`config.mk`:
```
export PLATFORM = sky130hd
export DESIGN_NAME = ipsum_fifo_ctrl_flat
export DESIGN_NICKNAME = d
export VERILOG_FILES = /design/src/rtl/ipsum_fifo_ctrl_pkg.sv /design/src/rtl/ipsum_fifo_ctrl_if.sv /design/src/rtl/ipsum_fifo_ctrl_glb_rd_delay_line.sv /design/src/rtl/ipsum_fifo_ctrl.sv /design/src/flat_wrapper.sv
export SDC_FILE = /design/constraint.sdc
export NUM_CORES = 1
export LEC_CHECK = 0
export ABC_CLOCK_PERIOD_IN_PS = 8600
export CAP_MARGIN = 15
export CORE_UTILIZATION = 46
export CTS_BUF_LIST = sky130_fd_sc_hd__clkbuf_8
export DETAILED_ROUTE_END_ITERATION = 10
export GPL_TIMING_DRIVEN = 0
export PLACE_DENSITY = 0.94
export SLEW_MARGIN = 5
export SYNTH_ARGS = -nofsm -noshare
export SYNTH_HDL_FRONTEND = slang
export SYNTH_SLANG_ARGS = --single-unit
```
`constraint.sdc`:
```
create_clock -name clk -period 8.6 [get_ports clk]
set_clock_uncertainty 0.15 [all_clocks]
set_input_delay 1.72 -clock clk [delete_from_list [all_inputs] [get_ports clk]]
set_output_delay 1.72 -clock clk [all_outputs]
set_load 0.1 [all_outputs]
```
`src/rtl/ipsum_fifo_ctrl_pkg.sv`:
```
// Shared token-engine constants for the ipsum (read) and opsum (write) FIFO
// controllers, plus the byte-mask helper used on GLB return data.
package ipsum_fifo_ctrl_pkg;

  localparam int TE_ADDR_W      = 32;
  localparam int TE_DATA_W      = 32;
  localparam int TE_WEB_W       = TE_DATA_W / 8;
  localparam int TE_IPSUM_DEPTH = 8;
  localparam int TE_OPSUM_DEPTH = 8;
  localparam int TE_RD_LAT      = 2;
  localparam int TE_WR_LAT      = 1;

  typedef logic [TE_WEB_W-1:0]  web_t;
  typedef logic [TE_DATA_W-1:0] data_t;
  typedef logic [TE_ADDR_W-1:0] addr_t;

  // Bytes whose web bit is clear are forced to zero.
  function automatic data_t mask_bytes(input data_t d, input web_t web);
    data_t m;
    for (int b = 0; b < TE_WEB_W; b++) m[b*8 +: 8] = web[b] ? d[b*8 +: 8] : 8'h00;
    return m;
  endfunction

endpackage

```
`src/rtl/ipsum_fifo_ctrl_if.sv`:
```
// L2 command, FIFO and GLB-arbiter signals of the ipsum FIFO controller.
// master = controller side, slave = environment (L2, FIFO, arbiter, GLB).
interface ipsum_fifo_ctrl_if;
  import ipsum_fifo_ctrl_pkg::*;

  logic  ipsum_fifo_reset_i;
  logic  ipsum_need_push_i;
  logic  ipsum_need_pop_i;
  web_t  ipsum_push_web_i;
  logic  ipsum_permit_push_i;
  logic  ipsum_fifo_empty_i;
  logic  ipsum_fifo_full_i;
  addr_t ipsum_glb_base_addr_i;
  data_t ipsum_glb_rdata_i;

  logic  ipsum_fifo_reset_o;
  logic  ipsum_fifo_push_en_o;
  data_t ipsum_fifo_push_data_o;
  logic  ipsum_fifo_pop_en_o;
  logic  ipsum_glb_read_req_o;
  addr_t ipsum_glb_read_addr_o;
  logic  ipsum_overflow_o;

  modport master (
    input  ipsum_fifo_reset_i, ipsum_need_push_i, ipsum_need_pop_i, ipsum_push_web_i,
           ipsum_permit_push_i, ipsum_fifo_empty_i, ipsum_fifo_full_i,
           ipsum_glb_base_addr_i, ipsum_glb_rdata_i,
    output ipsum_fifo_reset_o, ipsum_fifo_push_en_o, ipsum_fifo_push_data_o,
           ipsum_fifo_pop_en_o, ipsum_glb_read_req_o, ipsum_glb_read_addr_o,
           ipsum_overflow_o
  );

  modport slave (
    output ipsum_fifo_reset_i, ipsum_need_push_i, ipsum_need_pop_i, ipsum_push_web_i,
           ipsum_permit_push_i, ipsum_fifo_empty_i, ipsum_fifo_full_i,
           ipsum_glb_base_addr_i, ipsum_glb_rdata_i,
    input  ipsum_fifo_reset_o, ipsum_fifo_push_en_o, ipsum_fifo_push_data_o,
           ipsum_fifo_pop_en_o, ipsum_glb_read_req_o, ipsum_glb_read_addr_o,
           ipsum_overflow_o
  );

endinterface

```
`src/rtl/ipsum_fifo_ctrl_glb_rd_delay_line.sv`:
```
// STAGES-deep valid + byte-enable shift register tracking GLB reads in flight.
// clr drops every in-flight entry.
module glb_rd_delay_line
  import ipsum_fifo_ctrl_pkg::*;
#(
  parameter int STAGES = TE_RD_LAT
) (
  input  logic clk,
  input  logic clr,
  input  logic in_vld,
  input  web_t in_web,
  output logic out_vld,
  output web_t out_web
);

  logic [STAGES:1]               vld_pipe;
  logic [STAGES:1][TE_WEB_W-1:0] web_pipe;

  always_ff @(posedge clk) begin
    if (clr) begin
      vld_pipe <= '0;
      web_pipe <= '0;
    end else begin
      for (int s = STAGES; s > 1; s--) begin
        vld_pipe[s] <= vld_pipe[s-1];
        web_pipe[s] <= web_pipe[s-1];
      end
      vld_pipe[1] <= in_vld;
      web_pipe[1] <= in_web;
    end
  end

  assign out_vld = vld_pipe[STAGES];
  assign out_web = web_pipe[STAGES];

endmodule

```
`src/rtl/ipsum_fifo_ctrl.sv`:
```
// Fills the ipsum FIFO from GLB reads and pops it toward the PE array.
// Credits count free FIFO slots minus reads in flight, so the FIFO cannot overrun.
module ipsum_fifo_ctrl
  import ipsum_fifo_ctrl_pkg::*;
#(
  parameter int DEPTH     = TE_IPSUM_DEPTH,
  parameter int RD_LAT    = TE_RD_LAT,
  parameter int REQ_CNT_W = 4
) (
  input logic           clk,
  input logic           rst,
  ipsum_fifo_ctrl_if.master bus
);

  localparam int CRED_W = $clog2(DEPTH + 1);

  logic [REQ_CNT_W-1:0] req_cnt;
  logic [CRED_W-1:0]    credit;
  logic [15:0]          read_ptr;
  logic                 overflow;
  logic                 flush, read_req, issue, pop_en;
  logic                 tail_vld;
  web_t                 tail_web;

  assign flush    = rst | bus.ipsum_fifo_reset_i;
  assign read_req = (req_cnt != '0) && (credit != '0);
  assign issue    = read_req && bus.ipsum_permit_push_i;
  assign pop_en   = bus.ipsum_need_pop_i && !bus.ipsum_fifo_empty_i;

  // Coincident push request and issue cancel; requests beyond saturation are lost.
  always_ff @(posedge clk) begin
    if (flush) begin
      req_cnt <= '0;
    end else if (bus.ipsum_need_push_i && !issue) begin
      if (req_cnt != '1) req_cnt <= req_cnt + 1'b1;
    end else if (issue && !bus.ipsum_need_push_i) begin
      req_cnt <= req_cnt - 1'b1;
    end
  end

  always_ff @(posedge clk) begin
    if (flush)                 credit <= CRED_W'(DEPTH);
    else if (issue && !pop_en) credit <= credit - 1'b1;
    else if (pop_en && !issue) credit <= credit + 1'b1;
  end

  always_ff @(posedge clk) begin
    if (flush)      read_ptr <= '0;
    else if (issue) read_ptr <= read_ptr + 16'd1;
  end

  glb_rd_delay_line #(.STAGES(RD_LAT)) u_rd_dly (
    .clk     (clk),
    .clr     (flush),
    .in_vld  (issue),
    .in_web  (bus.ipsum_push_web_i),
    .out_vld (tail_vld),
    .out_web (tail_web)
  );

  // Sticky: only a reset or FIFO flush clears it.
  always_ff @(posedge clk) begin
    if (flush)                                  overflow <= 1'b0;
    else if (tail_vld && bus.ipsum_fifo_full_i) overflow <= 1'b1;
  end

  assign bus.ipsum_fifo_reset_o     = bus.ipsum_fifo_reset_i;
  assign bus.ipsum_fifo_pop_en_o    = pop_en;
  assign bus.ipsum_glb_read_req_o   = read_req;
  assign bus.ipsum_glb_read_addr_o  = bus.ipsum_glb_base_addr_i + {16'h0000, read_ptr};
  assign bus.ipsum_fifo_push_en_o   = tail_vld;
  assign bus.ipsum_fifo_push_data_o = tail_vld ? mask_bytes(bus.ipsum_glb_rdata_i, tail_web) : '0;
  assign bus.ipsum_overflow_o       = overflow;

endmodule

```
`src/flat_wrapper.sv`:
```
// flat-port wrapper written by rule: the top's interface ports become plain ports
module ipsum_fifo_ctrl_flat import ipsum_fifo_ctrl_pkg::*;
#(
  parameter int DEPTH     = TE_IPSUM_DEPTH,
  parameter int RD_LAT    = TE_RD_LAT,
  parameter int REQ_CNT_W = 4
)
  (clk, rst, bus_ipsum_fifo_reset_i, bus_ipsum_need_push_i, bus_ipsum_need_pop_i, bus_ipsum_push_web_i, bus_ipsum_permit_push_i, bus_ipsum_fifo_empty_i, bus_ipsum_fifo_full_i, bus_ipsum_glb_base_addr_i, bus_ipsum_glb_rdata_i, bus_ipsum_fifo_reset_o, bus_ipsum_fifo_push_en_o, bus_ipsum_fifo_push_data_o, bus_ipsum_fifo_pop_en_o, bus_ipsum_glb_read_req_o, bus_ipsum_glb_read_addr_o, bus_ipsum_overflow_o);
  ipsum_fifo_ctrl_if bus_i ();
  input logic clk;
  input logic rst;
  input wire logic [$bits(bus_i.ipsum_fifo_reset_i)-1:0] bus_ipsum_fifo_reset_i;
  input wire logic [$bits(bus_i.ipsum_need_push_i)-1:0] bus_ipsum_need_push_i;
  input wire logic [$bits(bus_i.ipsum_need_pop_i)-1:0] bus_ipsum_need_pop_i;
  input wire logic [$bits(bus_i.ipsum_push_web_i)-1:0] bus_ipsum_push_web_i;
  input wire logic [$bits(bus_i.ipsum_permit_push_i)-1:0] bus_ipsum_permit_push_i;
  input wire logic [$bits(bus_i.ipsum_fifo_empty_i)-1:0] bus_ipsum_fifo_empty_i;
  input wire logic [$bits(bus_i.ipsum_fifo_full_i)-1:0] bus_ipsum_fifo_full_i;
  input wire logic [$bits(bus_i.ipsum_glb_base_addr_i)-1:0] bus_ipsum_glb_base_addr_i;
  input wire logic [$bits(bus_i.ipsum_glb_rdata_i)-1:0] bus_ipsum_glb_rdata_i;
  output wire logic [$bits(bus_i.ipsum_fifo_reset_o)-1:0] bus_ipsum_fifo_reset_o;
  output wire logic [$bits(bus_i.ipsum_fifo_push_en_o)-1:0] bus_ipsum_fifo_push_en_o;
  output wire logic [$bits(bus_i.ipsum_fifo_push_data_o)-1:0] bus_ipsum_fifo_push_data_o;
  output wire logic [$bits(bus_i.ipsum_fifo_pop_en_o)-1:0] bus_ipsum_fifo_pop_en_o;
  output wire logic [$bits(bus_i.ipsum_glb_read_req_o)-1:0] bus_ipsum_glb_read_req_o;
  output wire logic [$bits(bus_i.ipsum_glb_read_addr_o)-1:0] bus_ipsum_glb_read_addr_o;
  output wire logic [$bits(bus_i.ipsum_overflow_o)-1:0] bus_ipsum_overflow_o;
  assign bus_i.ipsum_fifo_reset_i = bus_ipsum_fifo_reset_i;
  assign bus_i.ipsum_need_push_i = bus_ipsum_need_push_i;
  assign bus_i.ipsum_need_pop_i = bus_ipsum_need_pop_i;
  assign bus_i.ipsum_push_web_i = bus_ipsum_push_web_i;
  assign bus_i.ipsum_permit_push_i = bus_ipsum_permit_push_i;
  assign bus_i.ipsum_fifo_empty_i = bus_ipsum_fifo_empty_i;
  assign bus_i.ipsum_fifo_full_i = bus_ipsum_fifo_full_i;
  assign bus_i.ipsum_glb_base_addr_i = bus_ipsum_glb_base_addr_i;
  assign bus_i.ipsum_glb_rdata_i = bus_ipsum_glb_rdata_i;
  assign bus_ipsum_fifo_reset_o = bus_i.ipsum_fifo_reset_o;
  assign bus_ipsum_fifo_push_en_o = bus_i.ipsum_fifo_push_en_o;
  assign bus_ipsum_fifo_push_data_o = bus_i.ipsum_fifo_push_data_o;
  assign bus_ipsum_fifo_pop_en_o = bus_i.ipsum_fifo_pop_en_o;
  assign bus_ipsum_glb_read_req_o = bus_i.ipsum_glb_read_req_o;
  assign bus_ipsum_glb_read_addr_o = bus_i.ipsum_glb_read_addr_o;
  assign bus_ipsum_overflow_o = bus_i.ipsum_overflow_o;
  ipsum_fifo_ctrl #(.DEPTH(DEPTH), .RD_LAT(RD_LAT), .REQ_CNT_W(REQ_CNT_W)) u_core (.clk(clk), .rst(rst), .bus(bus_i));
endmodule
```
Yosys cells after proc, flatten, opt, wreduce, memory -nomap -nowiden. Cells that the tools add are included.

Bits in registers: 35. Bits of input ports: 76. Word-level logic and storage cells: 43. Output and inout bits: 69.

Bitwise logic cells: 1. Equal/unequal tests: 2. Add/sub/neg operators: 6. Mux-type cells: 10. Reduce and logical (&&, ||, !) cells: 17.

Operators with widths (number): 32-bit by 16-bit adder with 32-bit output (1); 32-bit two-way mux (1); 8-bit two-way mux (4); 4-bit two-way mux (5); 16-bit by 1-bit adder with 16-bit output, second input constant (1); 4-bit by 1-bit adder with 4-bit output, second input constant (2); 1-bit logical AND (8); 4-bit nonzero test (2); 4-bit by 1-bit subtractor with 4-bit output, second input constant (2); 1-bit logical NOT (4); 4-bit != test, second input constant (1); 2-bit nonzero test (2); 2-bit != test, second input constant (1); 2-bit AND reduction (1); 1-bit OR (1).

Logic depth before layout (Yosys ltp). Gate-level depths: netlist of run 1.

Depth after elaboration: 7. Depth in mapped cells: 10. Gate-level depth less buffers: 10.

Modules after synthesis. Synthesis of run 1 repeated with hierarchy kept, for this count alone.

Cell total of the unflattened synthesis: 338. Area, all modules: 2730.1 um^2.

By module, submodules not included: ipsum_fifo_ctrl (times used 1, seq. area each 500.5 um^2, cells an instance 314, area each 2437.3 um^2); glb_rd_delay_line (times used 1, seq. area each 200.2 um^2, cells an instance 24, area each 292.8 um^2).

Worst setup path before layout of run 1. OpenSTA, ideal clock, no wires.

Kind: input to output. Start point: in bus_ipsum_glb_base_addr_i[13]. End point: out bus_ipsum_glb_read_addr_o[17]. Required time: 6730 ps. Path buffers: 1. Cell stages on the path: 7. Path slack: 256 ps. Data arrival time: 6474 ps. Path through: ha_1 -> buf_6 -> and4_4 -> and2_0 -> a31o_1 -> a211o_4 -> o311ai_0.

Word-level cells in the longest chain between the ends: 1.

RTL lines: start, declared (RTL line flat_wrapper.sv:19) `input wire logic [$bits(bus_i.ipsum_glb_base_addr_i)-1:0] bus_ipsum_glb_base_addr_i;`; 32-bit by 16-bit adder with 32-bit output (RTL line ipsum_fifo_ctrl.sv:70) `assign bus.ipsum_glb_read_addr_o = bus.ipsum_glb_base_addr_i + {16'h0000, read_ptr};`; end, declared (RTL line flat_wrapper.sv:26) `output wire logic [$bits(bus_i.ipsum_glb_read_addr_o)-1:0] bus_ipsum_glb_read_addr_o;`.

Every way passes these cells.

Worst setup path after layout of run 1.
Start point: in bus_ipsum_glb_base_addr_i[0]. End point: out bus_ipsum_glb_read_addr_o[12].

The elaborated chain is that of the path after synthesis.

==> metrics.cfg, run 1 <==
[status]
outcome = finished clean

[drt]
drc = 0
via_count = 3358
drt_iter0_drc = 211
wl_per_cell_um = 15.1
dr.pass1.iters = 5
drt-vias-per-instance = 5.58
wirelength_um = 9090
ant_nets = 0

[worst_hold_path]
hold_end = u_core.u_rd_dly.out_web[1]
hold_path.class = flop to flop
min_from = u_core.u_rd_dly.web_pipe[1]
hold_path_depth = 1

[clock_network]
numCtsBuffers = 5
cts_post_setup_buffers_inserted = 0
cts_tree = done
cts_buffer_depth = 2
cts-root-buf = clkbuf_8
ctsResizeCount = 0
clock_latency_ns = 0.29
cts.clk_slew.worst_paths_ns = 0.07
ctsHoldBuffers = 0
cts_max_level = 2
cts.sinks = 35

[final_layout]
multi_input_area_mm2 = 0.00217
fin_nets = 627
n_antenna_cell = 0
fillers = 418
area_growth_pct = 55.3
drive_above_1_share = 0.0361
seq_area_um2 = 701
layout_common_cells = 144 x clkdlybuf4s50_1, 44 x and3_1, 39 x nor2_1
final_common_cell = clkdlybuf4s50_1

[flow_run]
drv_cap = 0

[synth]
synth_flop_cell = dfxtp_1
synth_cells = 375
yosys_register_bits = 35
ys_types = 53
synth_edf_count = 0
synth_warnings = 0
synth_nets = 476
async_flop_share = 0
seq_area_frac_synth = 0.235
mappedNetlistArea_mm2 = 0.00298
syn_area_per_cell_um2 = 7.95

[floorplanning]
row_count = 28
io-pin-count = 145
initial_core_util = 0.489
die_height_um = 82.5
die_w_um = 82.5
dieArea_mm2 = 0.00681
coreArea_mm2 = 0.00610

[setup_path]
reg2reg_from = u_core.credit[0]
reg2reg_to = u_core.credit[3]
path_class = primary input to output port
r2r_cells = 10
start_kind = primary input
crit_path_end_kind = output port
worst-path-max-fanout = 3
r2r_slack_ns = 5.72
cp.required_ns = 6.73
arrival_ns = 5.51

[timing]
max_slew.worst_pin.slew_ns = 0.989
hold_viol_final = 0
drv_slew = 0
post-route-min-period_ns = 7.38
period_share = 0.858
setup_tns_ns = 0
rsz0062_at_grt = no
report.final.setup_viol = 0
slew_headroom = 0.339
fmax_mhz = 135
fin_ws_ns = 1.22
hold_ws_ns = 0.279

[placed_design]
place_congestion = 0.855
place_ws_ns = 1.28
io_buffers = 144
dp.final_hpwl_um = 7200

[pwr]
powerDensity_mw_per_mm2 = 110
fin_total_pwr_mw = 0.509
irDropWorstVdd_v = 0.0000864
p_leak_nw = 1.98

[global_route]
grt_max_degree = 13
grt_pass1_wl_um = 14300
grt.total_usage = 0.270
grt-ovfl-total = 0
antenna_found_initial = 0
grt_pass1_vias = 3221

[report_power, final]
group          internal [mW]  total, mW  switching (mW)
Clock                 0.0862      0.147          0.0610
Combinational         0.0706      0.192           0.122
Sequential             0.166      0.170         0.00409
Total                  0.323      0.509           0.187
[kinds of logic after synthesis]
group / synth area share
and+or+nand+nor: 0.309
AOI/OAI and AO/OA: 0.177
xor gates and xnor gates: 0.123
DFF: 0.235
buffers and inverters: 0.0369
adders and majority gates: 0.112
muxes: 0.00671
[per-layer routing]
metal | up-vias | track usage | part of all wire
met4 | 0 | 0.0914 | 0.017
met5 | - | 0 | 0
li1 | 1656 | - | -
met3 | 21 | 0.0549 | 0.082
met1 | 1536 | 0.299 | 0.39
met2 | 145 | 0.509 | 0.51
[worst max-delay path: stages]
cell             delay (ns)
clkdlybuf4s50_1        0.41
ha_1                   0.22
fa_1                   0.42
a211oi_1               0.27
o21bai_1               0.17
o221ai_1               0.27
a21boi_0               0.22
or4_1                  0.45
o311ai_0               0.13
clkdlybuf4s50_1        1.20
[worst max path at each step]
stage,from,endpoint,depth (start not counted)
floorplan,bus_ipsum_glb_base_addr_i[13],bus_ipsum_glb_read_addr_o[17],7
global placement,bus_ipsum_glb_base_addr_i[0],bus_ipsum_glb_read_addr_o[26],10
detailed placement,bus_ipsum_glb_base_addr_i[0],bus_ipsum_glb_read_addr_o[28],10
CTS,bus_ipsum_glb_base_addr_i[0],bus_ipsum_glb_read_addr_o[12],10
global route,bus_ipsum_glb_base_addr_i[0],bus_ipsum_glb_read_addr_o[30],10
finish,bus_ipsum_glb_base_addr_i[0],bus_ipsum_glb_read_addr_o[12],10
[layout make-up]
cell class | instances | share of cell area
repair buffers | 144 | 0.311
inverters | 13 | 0.0105
clock inverters | 3 | 0.00946
well taps | 75 | 0.0203
clock buffers | 5 | 0.0149
plain buffers | 12 | 0.0132
flip-flops and latches | 35 | 0.151
multi-input cells | 315 | 0.469
[through the flow]
| step | std cells | area [um2] | util |
|---|---|---|---|
| 3_3_place_gp | 594 | 4520 | 0.741 |
| 3_5_place_dp | 594 | 4520 | 0.741 |
| 2_1_floorplan | 375 | 2980 | - |
| 4_1_cts | 602 | 4630 | 0.759 |
| 6_report | 602 | 4630 | 0.759 |
| 5_1_grt | 602 | 4630 | 0.759 |
[Yosys cell counts, drive strengths merged, types with 4 or more instances]
cell type  instances  share of area
o2111ai            5          0.015
a21oi             21          0.035
nor3               5         0.0084
clkbuf             8          0.010
o21ai             12          0.020
nand2b             4         0.0084
and2              14          0.029
a21o              11          0.028
nand3             13          0.024
inv               13          0.016
and3              44          0.092
buf                4          0.010
o21a               4          0.010
xor2              15          0.044
or3                4         0.0084
nand2             25          0.031
xnor2             27          0.079
nand4              7          0.015
nor2              39          0.049
ha                22          0.092
dfxtp             35           0.23
[state kept, by name, indices dropped and copies added, names as in the netlist]
signal / cells
u_core.u_rd_dly.out_web: 4
u_core.u_rd_dly.web_pipe: 4
u_core.req_cnt: 4
u_core.bus.ipsum_overflow_o: 1
u_core.u_rd_dly.vld_pipe: 2
u_core.read_ptr: 16
u_core.credit: 4
(Power assumes the default switching activity.)
==> inputs of run 2 (changes only) <==
--- a/config.mk
+++ b/config.mk
@@ -9,6 +9,7 @@
 export CAP_MARGIN = 15
 export CORE_UTILIZATION = 46
 export CTS_BUF_LIST = sky130_fd_sc_hd__clkbuf_8
+export CTS_CLUSTER_SIZE = 24
 export DETAILED_ROUTE_END_ITERATION = 10
 export GPL_TIMING_DRIVEN = 0
 export PLACE_DENSITY = 0.94
==> results of run 2 <==
Same layout as run 1: the final DEF is identical, and so are final timing and power.
==> inputs of run 3 (changes only) <==
--- a/config.mk
+++ b/config.mk
@@ -5,14 +5,13 @@
 export SDC_FILE = /design/constraint.sdc
 export NUM_CORES = 1
 export LEC_CHECK = 0
-export ABC_CLOCK_PERIOD_IN_PS = 8600
-export CAP_MARGIN = 15
-export CORE_UTILIZATION = 46
-export CTS_BUF_LIST = sky130_fd_sc_hd__clkbuf_8
+export ABC_CLOCK_PERIOD_IN_PS = 8100
+export CORE_UTILIZATION = 42
+export CTS_BUF_LIST = sky130_fd_sc_hd__clkbuf_8 sky130_fd_sc_hd__clkbuf_16
 export CTS_CLUSTER_SIZE = 24
 export DETAILED_ROUTE_END_ITERATION = 10
 export GPL_TIMING_DRIVEN = 0
-export PLACE_DENSITY = 0.94
+export PLACE_DENSITY = 0.88
 export SLEW_MARGIN = 5
 export SYNTH_ARGS = -nofsm -noshare
 export SYNTH_HDL_FRONTEND = slang
==> constraint.sdc (replaced) <==
create_clock -name clk -period 8.1 [get_ports clk]
set_clock_uncertainty 0.15 [all_clocks]
set_input_delay 1.62 -clock clk [delete_from_list [all_inputs] [get_ports clk]]
set_output_delay 1.62 -clock clk [all_outputs]
set_load 0.1 [all_outputs]
==> run 3 against run 2 <==
Effect of this change:
- worst hold slack worse by 0.0039 ns
- utilization shrank 8.2 points
- routed wire length down 3.9%
- sequential power up 6%
- cell count is 3.3% higher
- die area increased by 9.3%
- critical path depth is the same
- flip-flop and latch count unchanged
- register-to-register slack worse by 0.48 ns
- combinational power is 6% higher
- cell area barely moved
- largest power group unchanged
==> metrics.cfg, run 3 (synthesis results as in run 1) <==
[status]
outcome = finished clean

[clock_network]
cts_buffer_depth = 2
cts.clk_slew.worst_paths_ns = 0.06
ctsHoldBuffers = 0
numCtsBuffers = 5
clock_latency_ns = 0.29
cts.sinks = 35
cts-root-buf = clkbuf_8
cts_tree = done
ctsResizeCount = 0
cts_post_setup_buffers_inserted = 0
cts_max_level = 2

[setup_path]
path_class = primary input to output port
start_kind = primary input
reg2reg_to = u_core.credit[3]
crit_path_end_kind = output port
crit_chain = clkdlybuf4s50_1, ha_1, fa_1, a211oi_1, o21bai_1, o221ai_1, a31oi_1, o2111ai_1, xnor2_1, clkdlybuf4s50_1
r2r_cells = 10
slowest_stage = clkdlybuf4s50_1
path_buf_inv = 2
cp.required_ns = 6.33
arrival_ns = 5.34
critPathTopFamily = buffers and inverters
critical-path-max-stage-delay_ns = 1.17
reg2reg_from = u_core.req_cnt[1]
worst-path-max-fanout = 8
r2r_slack_ns = 5.24
cp_common_cell = clkdlybuf4s50_1

[final_layout]
largest_reg_flops = 16
drive_above_1_share = 0.0342
fillers = 553
regMostFlops = u_core.read_ptr
final_common_cell = clkdlybuf4s50_1
fin_nets = 627
seq_area_um2 = 701
n_antenna_cell = 0
layout_common_cells = 144 x clkdlybuf4s50_1, 44 x and3_1, 39 x nor2_1
multi_input_area_mm2 = 0.00217
area_growth_pct = 55.3

[global_route]
grt_pass1_vias = 2976
antenna_found_initial = 0
grt_max_degree = 11
grt_pass1_wl_um = 13900
grt.total_usage = 0.231
grt-ovfl-total = 0

[floorplanning]
coreArea_mm2 = 0.00683
initial_core_util = 0.436
io-pin-count = 145
die_height_um = 86.3
row_count = 30
die_w_um = 86.3
dieArea_mm2 = 0.00744

[drt]
dr.pass1.iters = 4
wl_per_cell_um = 14.1
drt_iter0_drc = 174
via_count = 3258
drt-vias-per-instance = 5.24
drc = 0
ant_nets = 0
wirelength_um = 8740

[timing]
rsz0062_at_grt = no
drv_slew = 0
hold_ws_ns = 0.276
max_slew.worst_pin.slew_ns = 0.992
hold_viol_final = 0
period_share = 0.878
slew_headroom = 0.337
post-route-min-period_ns = 7.11
report.final.setup_viol = 0
setup_tns_ns = 0
fmax_mhz = 141

[pwr]
irDropWorstVdd_v = 0.0000582
p_leak_nw = 1.97
powerDensity_mw_per_mm2 = 110

[worst_hold_path]
hold_path_depth = 1
hold_end = u_core.u_rd_dly.out_web[2]
min_from = u_core.u_rd_dly.web_pipe[2]
hold_path.class = flop to flop

[placed_design]
place_congestion = 0.854
io_buffers = 144
dp.final_hpwl_um = 7160

[flow_run]
drv_cap = 0

-- run 3: cell count changes in the layout (fill, tap and decap cells not counted) --
cell       previous run  this run
bufinv_16             1         0
clkbuf_8              5         6
clkinv_4              1         0
o311ai_0              2         1
o311ai_1              0         1
-- run 3: worst max-delay path by stage --
stage / slack (ns) / cells past startpoint / from / endpoint
after floorplan: 0.1 / 8 / bus_ipsum_glb_base_addr_i[0] / bus_ipsum_glb_read_addr_o[12]
after global placement: 1.08 / 10 / bus_ipsum_glb_base_addr_i[0] / bus_ipsum_glb_read_addr_o[30]
after detailed placement: 1.04 / 10 / bus_ipsum_glb_base_addr_i[0] / bus_ipsum_glb_read_addr_o[22]
after CTS: 1.01 / 10 / bus_ipsum_glb_base_addr_i[0] / bus_ipsum_glb_read_addr_o[22]
after global routing: 0.76 / 10 / bus_ipsum_glb_base_addr_i[0] / bus_ipsum_glb_read_addr_o[26]
final: 0.99 / 10 / bus_ipsum_glb_base_addr_i[0] / bus_ipsum_glb_read_addr_o[22]
-- run 3: power breakdown --
part           leakage, nW  total (mW)  internal [mW]  switching [mW]
sequential           0.283       0.180          0.176         0.00419
clock               0.0470       0.124         0.0666          0.0578
combinational         1.64       0.203         0.0748           0.128
-- run 3: final cells by class --
cell class / count / share of cell area
buffer: 12 / 0.0132
clock buffer: 6 / 0.0178
clock inverter: 1 / 0.00108
inverter: 13 / 0.0105
multi-input combinational: 315 / 0.469
sequential: 35 / 0.151
tap: 96 / 0.0259
timing repair buffer: 144 / 0.311
-- run 3: routing by layer --
layer	track usage	share of wire	vias to the layer above	routed length [um]
met2	0.426	0.50	121	4360
met4	0.0712	0.020	0	176
li1	-	-	1648	-
met3	0.0381	0.069	16	605
met5	0	0	-	0
met1	0.271	0.41	1473	3600
-- run 3: worst reg2reg max path: stages, from the launching register on --
cell     delay [ns]
dfxtp_1        0.37
or4_1          0.58
nand3_2        0.19
inv_1          0.16
ha_1           0.25
ha_1           0.28
a21o_1         0.17
a21oi_1        0.18
xnor2_1        0.10
or3_1          0.31
nand3_1        0.08
-- run 3: through the flow --
step	utilization	instances	cell area, um2	worst slack, ns	total power [mW]
finish	0.678	622	4630	0.986	0.508
detailed placement	0.665	615	4540	1.04	0.387
global route	0.678	622	4630	0.765	0.529
floorplan	-	375	2980	0.0989	0.315
CTS	0.678	622	4630	1.01	0.510
global placement	0.665	615	4540	1.08	0.383
